### config.mk
export PLATFORM = sky130hd
export DESIGN_NAME = seq_nibble_compare
export DESIGN_NICKNAME = d
export VERILOG_FILES = /design/src/rtl/seq_nibble_compare.sv
export SDC_FILE = /design/constraint.sdc
export NUM_CORES = 1
export LEC_CHECK = 0
export CORE_MARGIN = 2
export CORE_UTILIZATION = 38
export DETAILED_ROUTE_END_ITERATION = 8
export REMOVE_ABC_BUFFERS = 1
export SYNTH_ARGS = -nofsm -noshare
export SYNTH_HDL_FRONTEND = slang
export SYNTH_SLANG_ARGS = --single-unit
### constraint.sdc
create_clock -name iClk -period 2 [get_ports iClk]
set_clock_uncertainty 0.1 [all_clocks]
set_input_delay 0.4 -clock iClk [delete_from_list [all_inputs] [get_ports iClk]]
set_output_delay 0.4 -clock iClk [all_outputs]
set_load 0.02 [all_outputs]
### src/rtl/seq_nibble_compare.sv
// Sequential magnitude comparator: walks two WIDTH-bit operands one nibble per clock, LSB first,
// folding each nibble into a one-hot {gt,lt,eq} cascade. Define SEQ_CMP_SIGNED_EN for two's complement operands.
module seq_nibble_compare #(
    parameter int WIDTH = 16
) (
    input  logic             iClk,
    input  logic             iRst_n,
    input  logic             iStart,
    input  logic [WIDTH-1:0] iData_a,
    input  logic [WIDTH-1:0] iData_b,
    input  logic [2:0]       iCascade,
    output logic             oBusy,
    output logic             oDone,
    output logic [2:0]       oResult,
    output logic [1:0]       oDbgState
);

    localparam int NIB   = WIDTH / 4;
    localparam int CNT_W = $clog2(NIB);
    localparam logic [CNT_W-1:0] LAST_NIB = CNT_W'(NIB - 1);

    localparam logic [2:0] CASC_GT = 3'b100;
    localparam logic [2:0] CASC_LT = 3'b010;
    localparam logic [2:0] CASC_EQ = 3'b001;

    generate
        if ((WIDTH % 4) != 0 || WIDTH < 8) begin : g_bad_width
            $error("seq_nibble_compare: WIDTH must be a multiple of 4 and at least 8");
        end
    endgenerate

    // Handshake: iStart is accepted only while idle (oBusy=0); once accepted the operands and
    // cascade are latched, oBusy stays high through RUN and DONE, and oDone pulses for one cycle
    // with oResult valid from that cycle onward until the next oDone.
    typedef enum logic [1:0] {
        ST_IDLE = 2'd0,
        ST_RUN  = 2'd1,
        ST_DONE = 2'd2
    } state_t;

    state_t           r_state;
    logic [WIDTH-1:0] r_a;
    logic [WIDTH-1:0] r_b;
    logic [2:0]       r_cascade;
    logic [CNT_W-1:0] r_cnt;
    logic             r_busy;
    logic             r_done;
    logic [2:0]       r_result;

    logic [3:0] w_nib_a;
    logic [3:0] w_nib_b;
    logic       w_gt;
    logic       w_lt;

    function automatic logic [2:0] sanitise(input logic [2:0] c);
        case (c)
            CASC_GT, CASC_LT, CASC_EQ: sanitise = c;
            default:                   sanitise = CASC_EQ;
        endcase
    endfunction

    // Operands are shifted right each RUN cycle, so the slice under test is always the low nibble.
    assign w_nib_a = r_a[3:0];
    assign w_nib_b = r_b[3:0];

`ifdef SEQ_CMP_SIGNED_EN
    logic w_top;
    assign w_top = (r_cnt == LAST_NIB);
    assign w_gt  = w_top ? ($signed(w_nib_a) > $signed(w_nib_b)) : (w_nib_a > w_nib_b);
    assign w_lt  = w_top ? ($signed(w_nib_a) < $signed(w_nib_b)) : (w_nib_a < w_nib_b);
`else
    assign w_gt = (w_nib_a > w_nib_b);
    assign w_lt = (w_nib_a < w_nib_b);
`endif

    always_ff @(posedge iClk or negedge iRst_n) begin
        if (!iRst_n) begin
            r_state   <= ST_IDLE;
            r_a       <= '0;
            r_b       <= '0;
            r_cascade <= CASC_EQ;
            r_cnt     <= '0;
            r_busy    <= 1'b0;
            r_done    <= 1'b0;
            r_result  <= CASC_EQ;
        end else begin
            r_done <= 1'b0;
            case (r_state)
                ST_IDLE: begin
                    if (iStart) begin
                        r_a       <= iData_a;
                        r_b       <= iData_b;
                        r_cascade <= sanitise(iCascade);
                        r_cnt     <= '0;
                        r_busy    <= 1'b1;
                        r_state   <= ST_RUN;
                    end
                end
                ST_RUN: begin
                    // A higher unequal nibble overrides everything below it; equal passes through.
                    if (w_gt) begin
                        r_cascade <= CASC_GT;
                    end else if (w_lt) begin
                        r_cascade <= CASC_LT;
                    end
                    r_a <= r_a >> 4;
                    r_b <= r_b >> 4;
                    if (r_cnt == LAST_NIB) begin
                        r_state <= ST_DONE;
                    end else begin
                        r_cnt <= r_cnt + 1'b1;
                    end
                end
                ST_DONE: begin
                    r_done   <= 1'b1;
                    r_result <= r_cascade;
                    r_busy   <= 1'b0;
                    r_state  <= ST_IDLE;
                end
                default: begin
                    r_busy  <= 1'b0;
                    r_state <= ST_IDLE;
                end
            endcase
        end
    end

    assign oBusy     = r_busy;
    assign oDone     = r_done;
    assign oResult   = r_result;
    assign oDbgState = r_state;

endmodule

## Yosys cells after proc, flatten, opt, wreduce, memory -nomap -nowiden

Cells that the tools add are included.

| word-level totals | value |
|---|---|
| input bits | 38 |
| flip-flop bits (word level) | 44 |
| output and inout port bits | 7 |
| logic and storage cells | 48 |

| operators by class | value |
|---|---|
| reductions and logical operators | 8 |
| mux-type cells | 18 |
| order comparisons | 2 |
| eq/ne operators | 10 |
| add/sub/neg operators | 1 |
| bitwise operators | 1 |

Operator list:

| kind | count |
|---|---|
| case mux 16 bit (2 select lines) | 2 |
| 2-to-1 mux 16 bit | 2 |
| 2-to-1 mux 3 bit | 4 |
| 2-to-1 mux 2 bit | 4 |
| case mux 2 bit (2 select lines) | 2 |
| inequality test 2 bit, second input constant | 3 |
| case mux 3 bit (2 select lines) | 1 |
| AND reduction 2 bit | 3 |
| AND reduction 3 bit | 2 |
| == test 2 bit, second input constant | 2 |
| greater-than comparator 4 bit | 1 |
| < comparator 4 bit | 1 |
| == test 3 x 1 -> 1 bit, second input constant | 1 |
| == test 3 x 2 -> 1 bit, second input constant | 1 |
| == test 3 bit, second input constant | 1 |
| inequality test 3 bit, second input constant | 1 |
| OR reduction 3 bit | 1 |
| adder 2 x 1 -> 2 bit, second input constant | 1 |
| == test 2 x 1 -> 1 bit, second input constant | 1 |
| zero test 2 bit | 1 |
| 2-to-1 mux 1 bit | 2 |
| case mux 1 bit (2 select lines) | 1 |
| nonzero test 2 bit | 1 |
| inverter 1 bit | 1 |

## Longest topological paths before layout

| logic depth | value |
|---|---|
| depth after elaboration | 5 |
| gate-level depth with buffers | 6 |
| mapped depth without buffers | 6 |

## Worst setup path after synthesis

No wires, ideal clock.

| timing | value |
|---|---|
| path kind | register -> register |
| start | register r_state[1] (netlist: oDbgState[1]) |
| end | register r_cascade[2] |
| setup slack | 0.382 ns |
| data arrival time | 1.436 ns |
| required time | 1.818 ns |
| clock period less this slack | 1.618 ns |
| cell stages (with the launch flop) | 5 |
| path through | dfrtp_1 and2b_2 nand2b_4 or4b_1 a31oi_1 |

| between the ends | value |
|---|---|
| cells in the longest elaborated chain, start to end | 3 |
| elaborated cells between the ends (all ways) | 7 |

Ends and longest elaborated chain:

| what | line | source |
|---|---|---|
| start: declaration | 41 | `state_t r_state;` |
| start signal: assignment | 78 | `r_state <= ST_IDLE;` |
| start signal: assignment | 96 | `r_state <= ST_RUN;` |
| start signal: assignment | 109 | `r_state <= ST_DONE;` |
| == test 2 x 1 -> 1 bit or zero test 2 bit (tied branches) | 88 | `case (r_state)` |
| inequality test 3 bit (no line) (tied with other cells) | -- |  |
| AND reduction 3 bit (no line) | -- |  |
| end signal: assignment | 93 | `r_cascade <= sanitise(iCascade);` |
| end: declaration | 44 | `logic [2:0] r_cascade;` |

Several ways; a longest one is shown, not always the timed one.
A chain may end at the register's enable or synchronous reset.

## Final worst setup path

| timing | value |
|---|---|
| start | register r_result[0] (netlist: oResult[0]) |
| end | output port oResult[0] |

RTL lines:

| what | line | source |
|---|---|---|
| start: declaration | 48 | `logic [2:0] r_result;` |
| start signal: assignment | 116 | `r_result <= r_cascade;` |
| end: declaration | 14 | `output logic [2:0] oResult,` |

No word-level cell between the ends.

==> metrics.txt <==
# clock sinks 44; FILL cells 553; Placed Instances 348; global-route wire length before repair 9.12 mm; Worst VDD drop 651 uV; Post-route DRC 0; Worst Tran Pin Value 0.433 ns; core area 5610 um^2; Sw Ratio 37.7%; worst path arrival time 1.42 ns; Slowest Stage Delay on Critical Path 0.59 ns; busiest grt layer met2; worst skew pair latency 0.30 ns; synth unique cells 32; mean routed wirelength per cell 14.8 um; clock slew at reported path FFs 0.08 ns; grt total ovfl 0; sequential share of the synthesized area 49.4%; Initial Util 39.8%; Mapped Area 2230 um^2; max cap viols 0; antenna diode count 0; Logic pwr share 43.2%; Setup CP Type flop to output port; final core utilization 51.4%; status finished, final reports clean; Syn Area/Cell 9.35 um^2; CP top delay family buffers and inverters; fin area 2880 um^2; post-route ant nets 0; area of the multi-input gates 1040 um^2; Internal 2.27 mW; via count 1884; hpwl dp 3.45 mm; die width 80.7 um; fin crit share 95.9%; CTS tree done; fmax 521 MHz; DP Area 2780 um^2; grt met2 use 30.1%; number of port buffers 44; minimum clock period 1.92 ns; Synth Instances 239; GP Congestion 0.725; H-tree depth 2; Worst setup SP type flop; CTS max path bufs 2; power share of the sequential group 40.9%; PwrDens 1260 nW/um^2; vias in the first global route 1921; TritonCTS buffer count 5; Rows 27; DIE AREA 6510 um^2; Area growth syn-to-layout 28.9%; DR vias/cell 5.28; Worst slew margin 71.1%; final-report setup violation count 0; RSZ-0062 raised after global routing no; Psw 1.37 mW; IO Pins 45; GRT Total Usage 18.2%; Clock power frac 15.9%; DRT Wirelength 5.27 mm; HP Class flop to flop; CP max FO 2; Final #Nets 327; Die Y 80.7 um; CP endpoint kind output port; largest net degree at the start of global routing 37; Total Power 3.64 mW; Finished Layout Cells 357; post-CTS sizing 0; met3 usage 5.51%; Syn. warnings 0; 1st-pass router iterations 4; share of cells above drive strength 1 8.07%; setup TNS 0 ns; pins over their slew limit 0; Leakage 1.24 nW; final hold vios 0; worst path bufs/invs 1; Crit-path slowest cell clkdlybuf4s50_1; worst path required time 1.50 ns; #FFs+latches synth 44; routing usage on met1 23.2%; FF/Latch Area 1100 um^2; initial antenna violation count 0; starting DRC count in detailed routing 106; clock root cell clkbuf_8; critical-path cell list clkdlybuf4s50_1
==> metal layers <==
layer | wire length [um] | vias up
li1 | - | 927
met1 | 2510 | 918
met2 | 2470 | 37
met3 | 264 | 2
met4 | 35 | 0
met5 | 0 | -
==> path summary, 6_finish.rpt <==
kind	start	end	slack (ns)	cells after the start
max in group asynchronous	iRst_n	r_a[14]$_DFFE_PN0P_	0.84	3
max	oResult[0]$_DFFE_PN1P_	oResult[0]	0.08	1
min	r_cascade[0]$_DFFE_PN1P_	oResult[0]$_DFFE_PN1P_	0.36	2
min reg2reg	r_cascade[0]$_DFFE_PN1P_	oResult[0]$_DFFE_PN1P_	0.36	2
min in group asynchronous	iRst_n	r_a[9]$_DFFE_PN0P_	0.47	2
max reg2reg	oDbgState[1]$_DFFE_PN0P_	r_cascade[0]$_DFFE_PN1P_	0.33	4
==> cell usage in the layout (no fill, tap or decap), drive strengths merged, types with 4 or more instances in the layout <==
cell type,n
clkdlybuf4s50,43
dfrtp,42
o21ai,34
a21oi,32
nor2b,25
nand2,22
a22oi,21
buf,10
clkbuf,8
inv,7
ha,5
and2b,5
nor2,4
==> cell usage after synthesis, drive strengths merged <==
library cell / count / share of area, %
clkbuf: 14 / 2.4
a2bb2oi: 1 / 0.39
nand2b: 3 / 1.2
a31oi: 1 / 0.28
or4b: 1 / 0.45
o22ai: 1 / 0.28
and2b: 5 / 1.7
and2: 1 / 0.28
buf: 2 / 0.45
a21oi: 32 / 7.2
xnor2: 1 / 0.39
nand4: 1 / 0.28
dfrtp: 42 / 47
inv: 7 / 1.2
ha: 5 / 2.8
a22o: 3 / 1.2
nor2b: 25 / 7.0
nand2: 22 / 3.7
and3b: 3 / 1.2
o21ai: 34 / 7.6
a22oi: 21 / 7.1
o21bai: 1 / 0.34
dfstp: 2 / 2.4
nand3: 1 / 0.22
nor2: 4 / 0.67
mux2: 2 / 1.0
nor3b: 2 / 0.67
a21o: 1 / 0.34
mux2i: 1 / 0.45
==> timing repair <==
item,CTS,global route
hold buffers,1,0
hold endpoints to repair,15,0
setup buffers,0,0
==> logic make-up after synthesis <==
kind of cell	synth area share, %
buffers and inverters	3.98
and+or+nand+nor	17.4
adders and majority gates	2.80
muxes	1.46
xor gates and xnor gates	0.392
DFF	49.4
AOI/OAI and AO/OA	24.6
==> stage by stage <==
step | hold WS [ns] | setup slack [ns]
after floorplan | 0.00441 | -0.520
after global placement | 0.270 | 0.00294
after detailed placement | 0.263 | -0.00384
after CTS | 0.373 | 0.0640
after global routing | 0.382 | 0.0289
final | 0.364 | 0.0814
==> power groups by stage <==
stage               Clock, mW  Sequential, mW  Combinational [mW]
global route            0.643            1.53                1.78
CTS                     0.597            1.49                1.58
finish                  0.579            1.49                1.57
global placement            0            1.49                1.54
floorplan                   0            1.59               0.860
detailed placement          0            1.50                1.58
==> worst register-to-register path, stage by stage (launching register included) <==
cell and delay, ns:
dfrtp_1 0.44, buf_4 0.28, nor2b_2 0.22, nor3b_1 0.39
o22ai_1 0.16
==> state kept, by name, summed over array words and instances (netlist names) <==
name,flops
r_cascade,3
oBusy,1
oDbgState,2
r_a,16
oDone,1
oResult,3
r_cnt,2
r_b,16
==> area by class of cell <==
class,instances,share of cell area [%]
inverter,7,0.912
clock buffer,8,3.13
sequential,44,38.3
tap,72,3.13
timing repair buffer,54,18.2
multi-input combinational,172,36.3
(Power assumes the default switching activity.)
==> RTL edit 1: new RTL, config.mk and constraints unchanged <==
Add a define of `SEQ_CMP_SIGNED_EN`.
--- a/src/rtl/seq_nibble_compare.sv
+++ b/src/rtl/seq_nibble_compare.sv
@@ -2,2 +2,4 @@
 // folding each nibble into a one-hot {gt,lt,eq} cascade. Define SEQ_CMP_SIGNED_EN for two's complement operands.
+`define SEQ_CMP_SIGNED_EN
+
 module seq_nibble_compare #(
Formal check against the unedited RTL: not equivalent (a bounded check fails within 10 cycles, from zero or initial values and one cycle with iRst_n low).
==> RTL edit 1 against the original RTL <==
Total power rose by 8.4%; cell area fell by 2.6%; setup slack improved by 0.0044 ns; routed wire length fell by 15%; clock power fell by 3%; global-route usage fell by 2.0 points; via count fell by 15%; core utilization fell by 0.13 points; area after synthesis fell by 4.3%; sequential cell count did not move; critical endpoint unchanged.
==> RTL edit 1: results <==
export IMPL_total_leakage_power_nw=1.23
export IMPL_avgSynthCellArea_um2=10.0
export IMPL_synthTopCellsByCount="42 x dfrtp_1, 35 x nand2_1, 24 x mux2i_1"
export IMPL_grt_pass1_vias=1655
export IMPL_dp_cells=328
export IMPL_slowest_stage="clkdlybuf4s50_1"
export IMPL_dpl_hpwl_um=3230
export IMPL_dp_worst_setup_slack_ns=-0.0000431
export IMPL_cpPeakStageDelay_ns=0.59
export IMPL_slew_headroom_pct=68.3
export IMPL_whs_ns=0.380
export IMPL_synth_cell_type_count=29
export IMPL_peakVddDrop_mv=0.869
export IMPL_met3_length_um=173
export IMPL_largest_registers="r_a: 16 flops, r_b: 16 flops"
export IMPL_crit_start="oResult[0]"
export IMPL_finalNonFillerCells=337
export IMPL_status="complete, no violations"
export IMPL_viasPerCell=4.77
export IMPL_cts_root_buffer="clkbuf_8"
export IMPL_min_delay_start="r_b[8]"
export IMPL_r2r_setup_slack_ns=0.26
export IMPL_hold_path_end="r_b[8]"
export IMPL_met1_length_um=2260
export IMPL_async_reset_ff_share_pct=100
export IMPL_wl_um=4480
export IMPL_synthFlopType="dfrtp_1"
export IMPL_top_layer_used="met4"
export IMPL_wl_met2_um=1980
export IMPL_drtIter0Drc=109
export IMPL_grtUsageMet3_pct=3.07
export IMPL_fin_crit_ns=1.91
export IMPL_reg2reg_depth=6
export IMPL_gp_congestion=0.788
export IMPL_numCtsBuffers=5
export IMPL_cts_reportedPaths_clkPinSlew_ns=0.08
export IMPL_track_usage_pct=16.2
export IMPL_r2r_end="r_cascade[2]"
export IMPL_rr_startpoint="r_a[1]"
export IMPL_post_dp_cell_area_um2=2700
export IMPL_layout_drive_gt1_share_pct=9.06
export IMPL_synthTopCellsByArea="dfrtp_1 49%, mux2i_1 11%, nand2_1 6.1%"
export IMPL_grt_pass1_wl_um=7850
export IMPL_grt_start_max_net_pins=35
export IMPL_grtUsageMet1_pct=22.0
export IMPL_synth_seq_area_share_pct=51.6
export IMPL_final_nets=307
export IMPL_grtUsageMet2_pct=26.0
## RTL edit 1: power by group
part / switching (W) / internal, W / leakage [nW]
Sequential: 0.000190 / 0.00127 / 0.557
Clock: 0.000283 / 0.000282 / 0.0455
Combinational: 0.000992 / 0.000925 / 0.627
Total: 0.00146 / 0.00248 / 1.23
## RTL edit 1: area by class of cell
type / instances / area [um2]
Clock buffer: 8 / 90.1
Fill cell: 531 / 2670
Inverter: 10 / 37.5
Multi-Input combinational cell: 147 / 930
Sequential cell: 44 / 1100
Tap cell: 72 / 90.1
Timing Repair Buffer: 56 / 553
## RTL edit 1: kinds of logic (layout without fill, tap and decap cells)
| family | count (synthesis) | count (layout) | synth area share [%] |
|---|---|---|---|
| fa+ha+maj | 5 | 5 | 2.92 |
| xor+xnor | 2 | 2 | 0.819 |
| flops | 44 | 44 | 51.6 |
| simple gates | 59 | 59 | 12.6 |
| buf+inv | 22 | 74 | 5.32 |
| compound gates | 54 | 54 | 14.0 |
| mux | 27 | 27 | 12.8 |
==> RTL edit 2: new RTL, same flow settings <==
Without the edit above. Put one more register stage on the output `oDbgState`. The value now appears one clock later. The other outputs are not delayed to match.
--- a/src/rtl/seq_nibble_compare.sv
+++ b/src/rtl/seq_nibble_compare.sv
@@ -130,3 +130,5 @@
     assign oResult   = r_result;
-    assign oDbgState = r_state;
+    always_ff @(posedge iClk) begin
+        oDbgState <= r_state;
+    end
 
Check against the original RTL: not equivalent (a bounded check fails within 4 cycles, from zero or initial values and one cycle with iRst_n low).
==> RTL edit 2 against the original RTL <==
Core utilization decreased by 1.5 points; cell count increased by 1.7%; clock power decreased by 6.4%; area after synthesis up 1.8%; sequential cell count increased by 2; cell area rose by 1.3%; routed wire length decreased by 1.5%; total power grew 0.34%; worst hold slack worse by 0.0072 ns; setup slack better by 0.012 ns; largest cell class unchanged; highest routed layer unchanged.
==> RTL edit 2: results <==
export IMPL_met3_length_um=195
export IMPL_grtUsageMet2_pct=28.9
export IMPL_switching_share_pct=37.1
export IMPL_gp_congestion=0.730
export IMPL_synthTopCellsByCount="42 x dfrtp_1, 32 x a21oi_1, 27 x o21ai_0"
export IMPL_netlist_instances=241
export IMPL_grtUsageMet1_pct=22.5
export IMPL_wl_per_cell_um=14.3
export IMPL_status="complete, no violations"
export IMPL_slew_headroom_pct=71.0
export IMPL_async_reset_ff_share_pct=95.7
export IMPL_total_leakage_power_nw=1.25
export IMPL_dp_cells=354
export IMPL_area_share_clock_buf_inv_pct=2.74
export IMPL_peakVddDrop_mv=0.598
export IMPL_yosys_area_share_xor_xnor_pct=0.385
export IMPL_fillers=550
export IMPL_cpPeakStageDelay_ns=0.59
export IMPL_r2r_setup_slack_ns=0.37
export IMPL_viasPerCell=5.18
export IMPL_whs_ns=0.357
export IMPL_buffers=55
export IMPL_rr_startpoint="r_a[2]"
export IMPL_clock_sinks=46
export IMPL_met1_length_um=2540
export IMPL_wl_met2_um=2420
export IMPL_grt_start_max_net_pins=35
export IMPL_final_nets=330
export IMPL_drtIter0Drc=84
export IMPL_grt_pass1_wl_um=8770
export IMPL_seq_area_share_pct=39.2
export IMPL_setup_viol_count_final=0
export IMPL_seq_power_share_pct=41.8
export IMPL_synth_cell_type_count=34
export IMPL_buffer_area_share_pct=18.3
export IMPL_grtUsageMet3_pct=4.78
export IMPL_reg2reg_depth=5
export IMPL_layout_drive_gt1_share_pct=7.64
export IMPL_synth_seq_area_share_pct=50.3
export IMPL_drv_cap=0
export IMPL_synth_compound_area_share_pct=24.2
export IMPL_dpl_hpwl_um=3430
export IMPL_via_count=1882
export IMPL_track_usage_pct=17.4
export IMPL_synth_fa_ha_area_share_pct=2.75
export IMPL_synthTopCellsByArea="dfrtp_1 46%, a21oi_1 7.0%, a22oi_1 6.9%"
export IMPL_largest_registers="r_a: 16 flops, r_b: 16 flops"
export IMPL_multi_input_area_share_pct=35.7
export IMPL_muxShareOfSynthArea_pct=1.43
[RTL edit 2: changes by cell type in the layout (fill, tap and decap cells not counted), sizes merged]
cell | before | now
dfxtp | 0 | 2
buf | 10 | 11
[RTL edit 2: how the worst max path moves through the flow]
stage,from,to,slack (ns)
3_5_place_dp,iStart,r_cascade[2],-0.03
5_1_grt,oResult[0],oResult[0],0.04
2_1_floorplan,r_state[0],r_cascade[0],-0.41
4_1_cts,oResult[0],oResult[0],0.07
3_3_place_gp,iStart,r_cascade[2],-0.03
6_report,oResult[0],oResult[0],0.09
[RTL edit 2: stage by stage]
stage          utilization, %  setup slack [ns]  setup TNS [ns]  instance area [um2]
6_report                 49.9            0.0935               0                 2920
5_1_grt                  49.9            0.0416               0                 2920
4_1_cts                  49.9            0.0698               0                 2920
3_5_place_dp             48.4           -0.0257         -0.0257                 2830
3_3_place_gp             48.4           -0.0308         -0.0308                 2830
2_1_floorplan               -            -0.406           -4.31                 2210
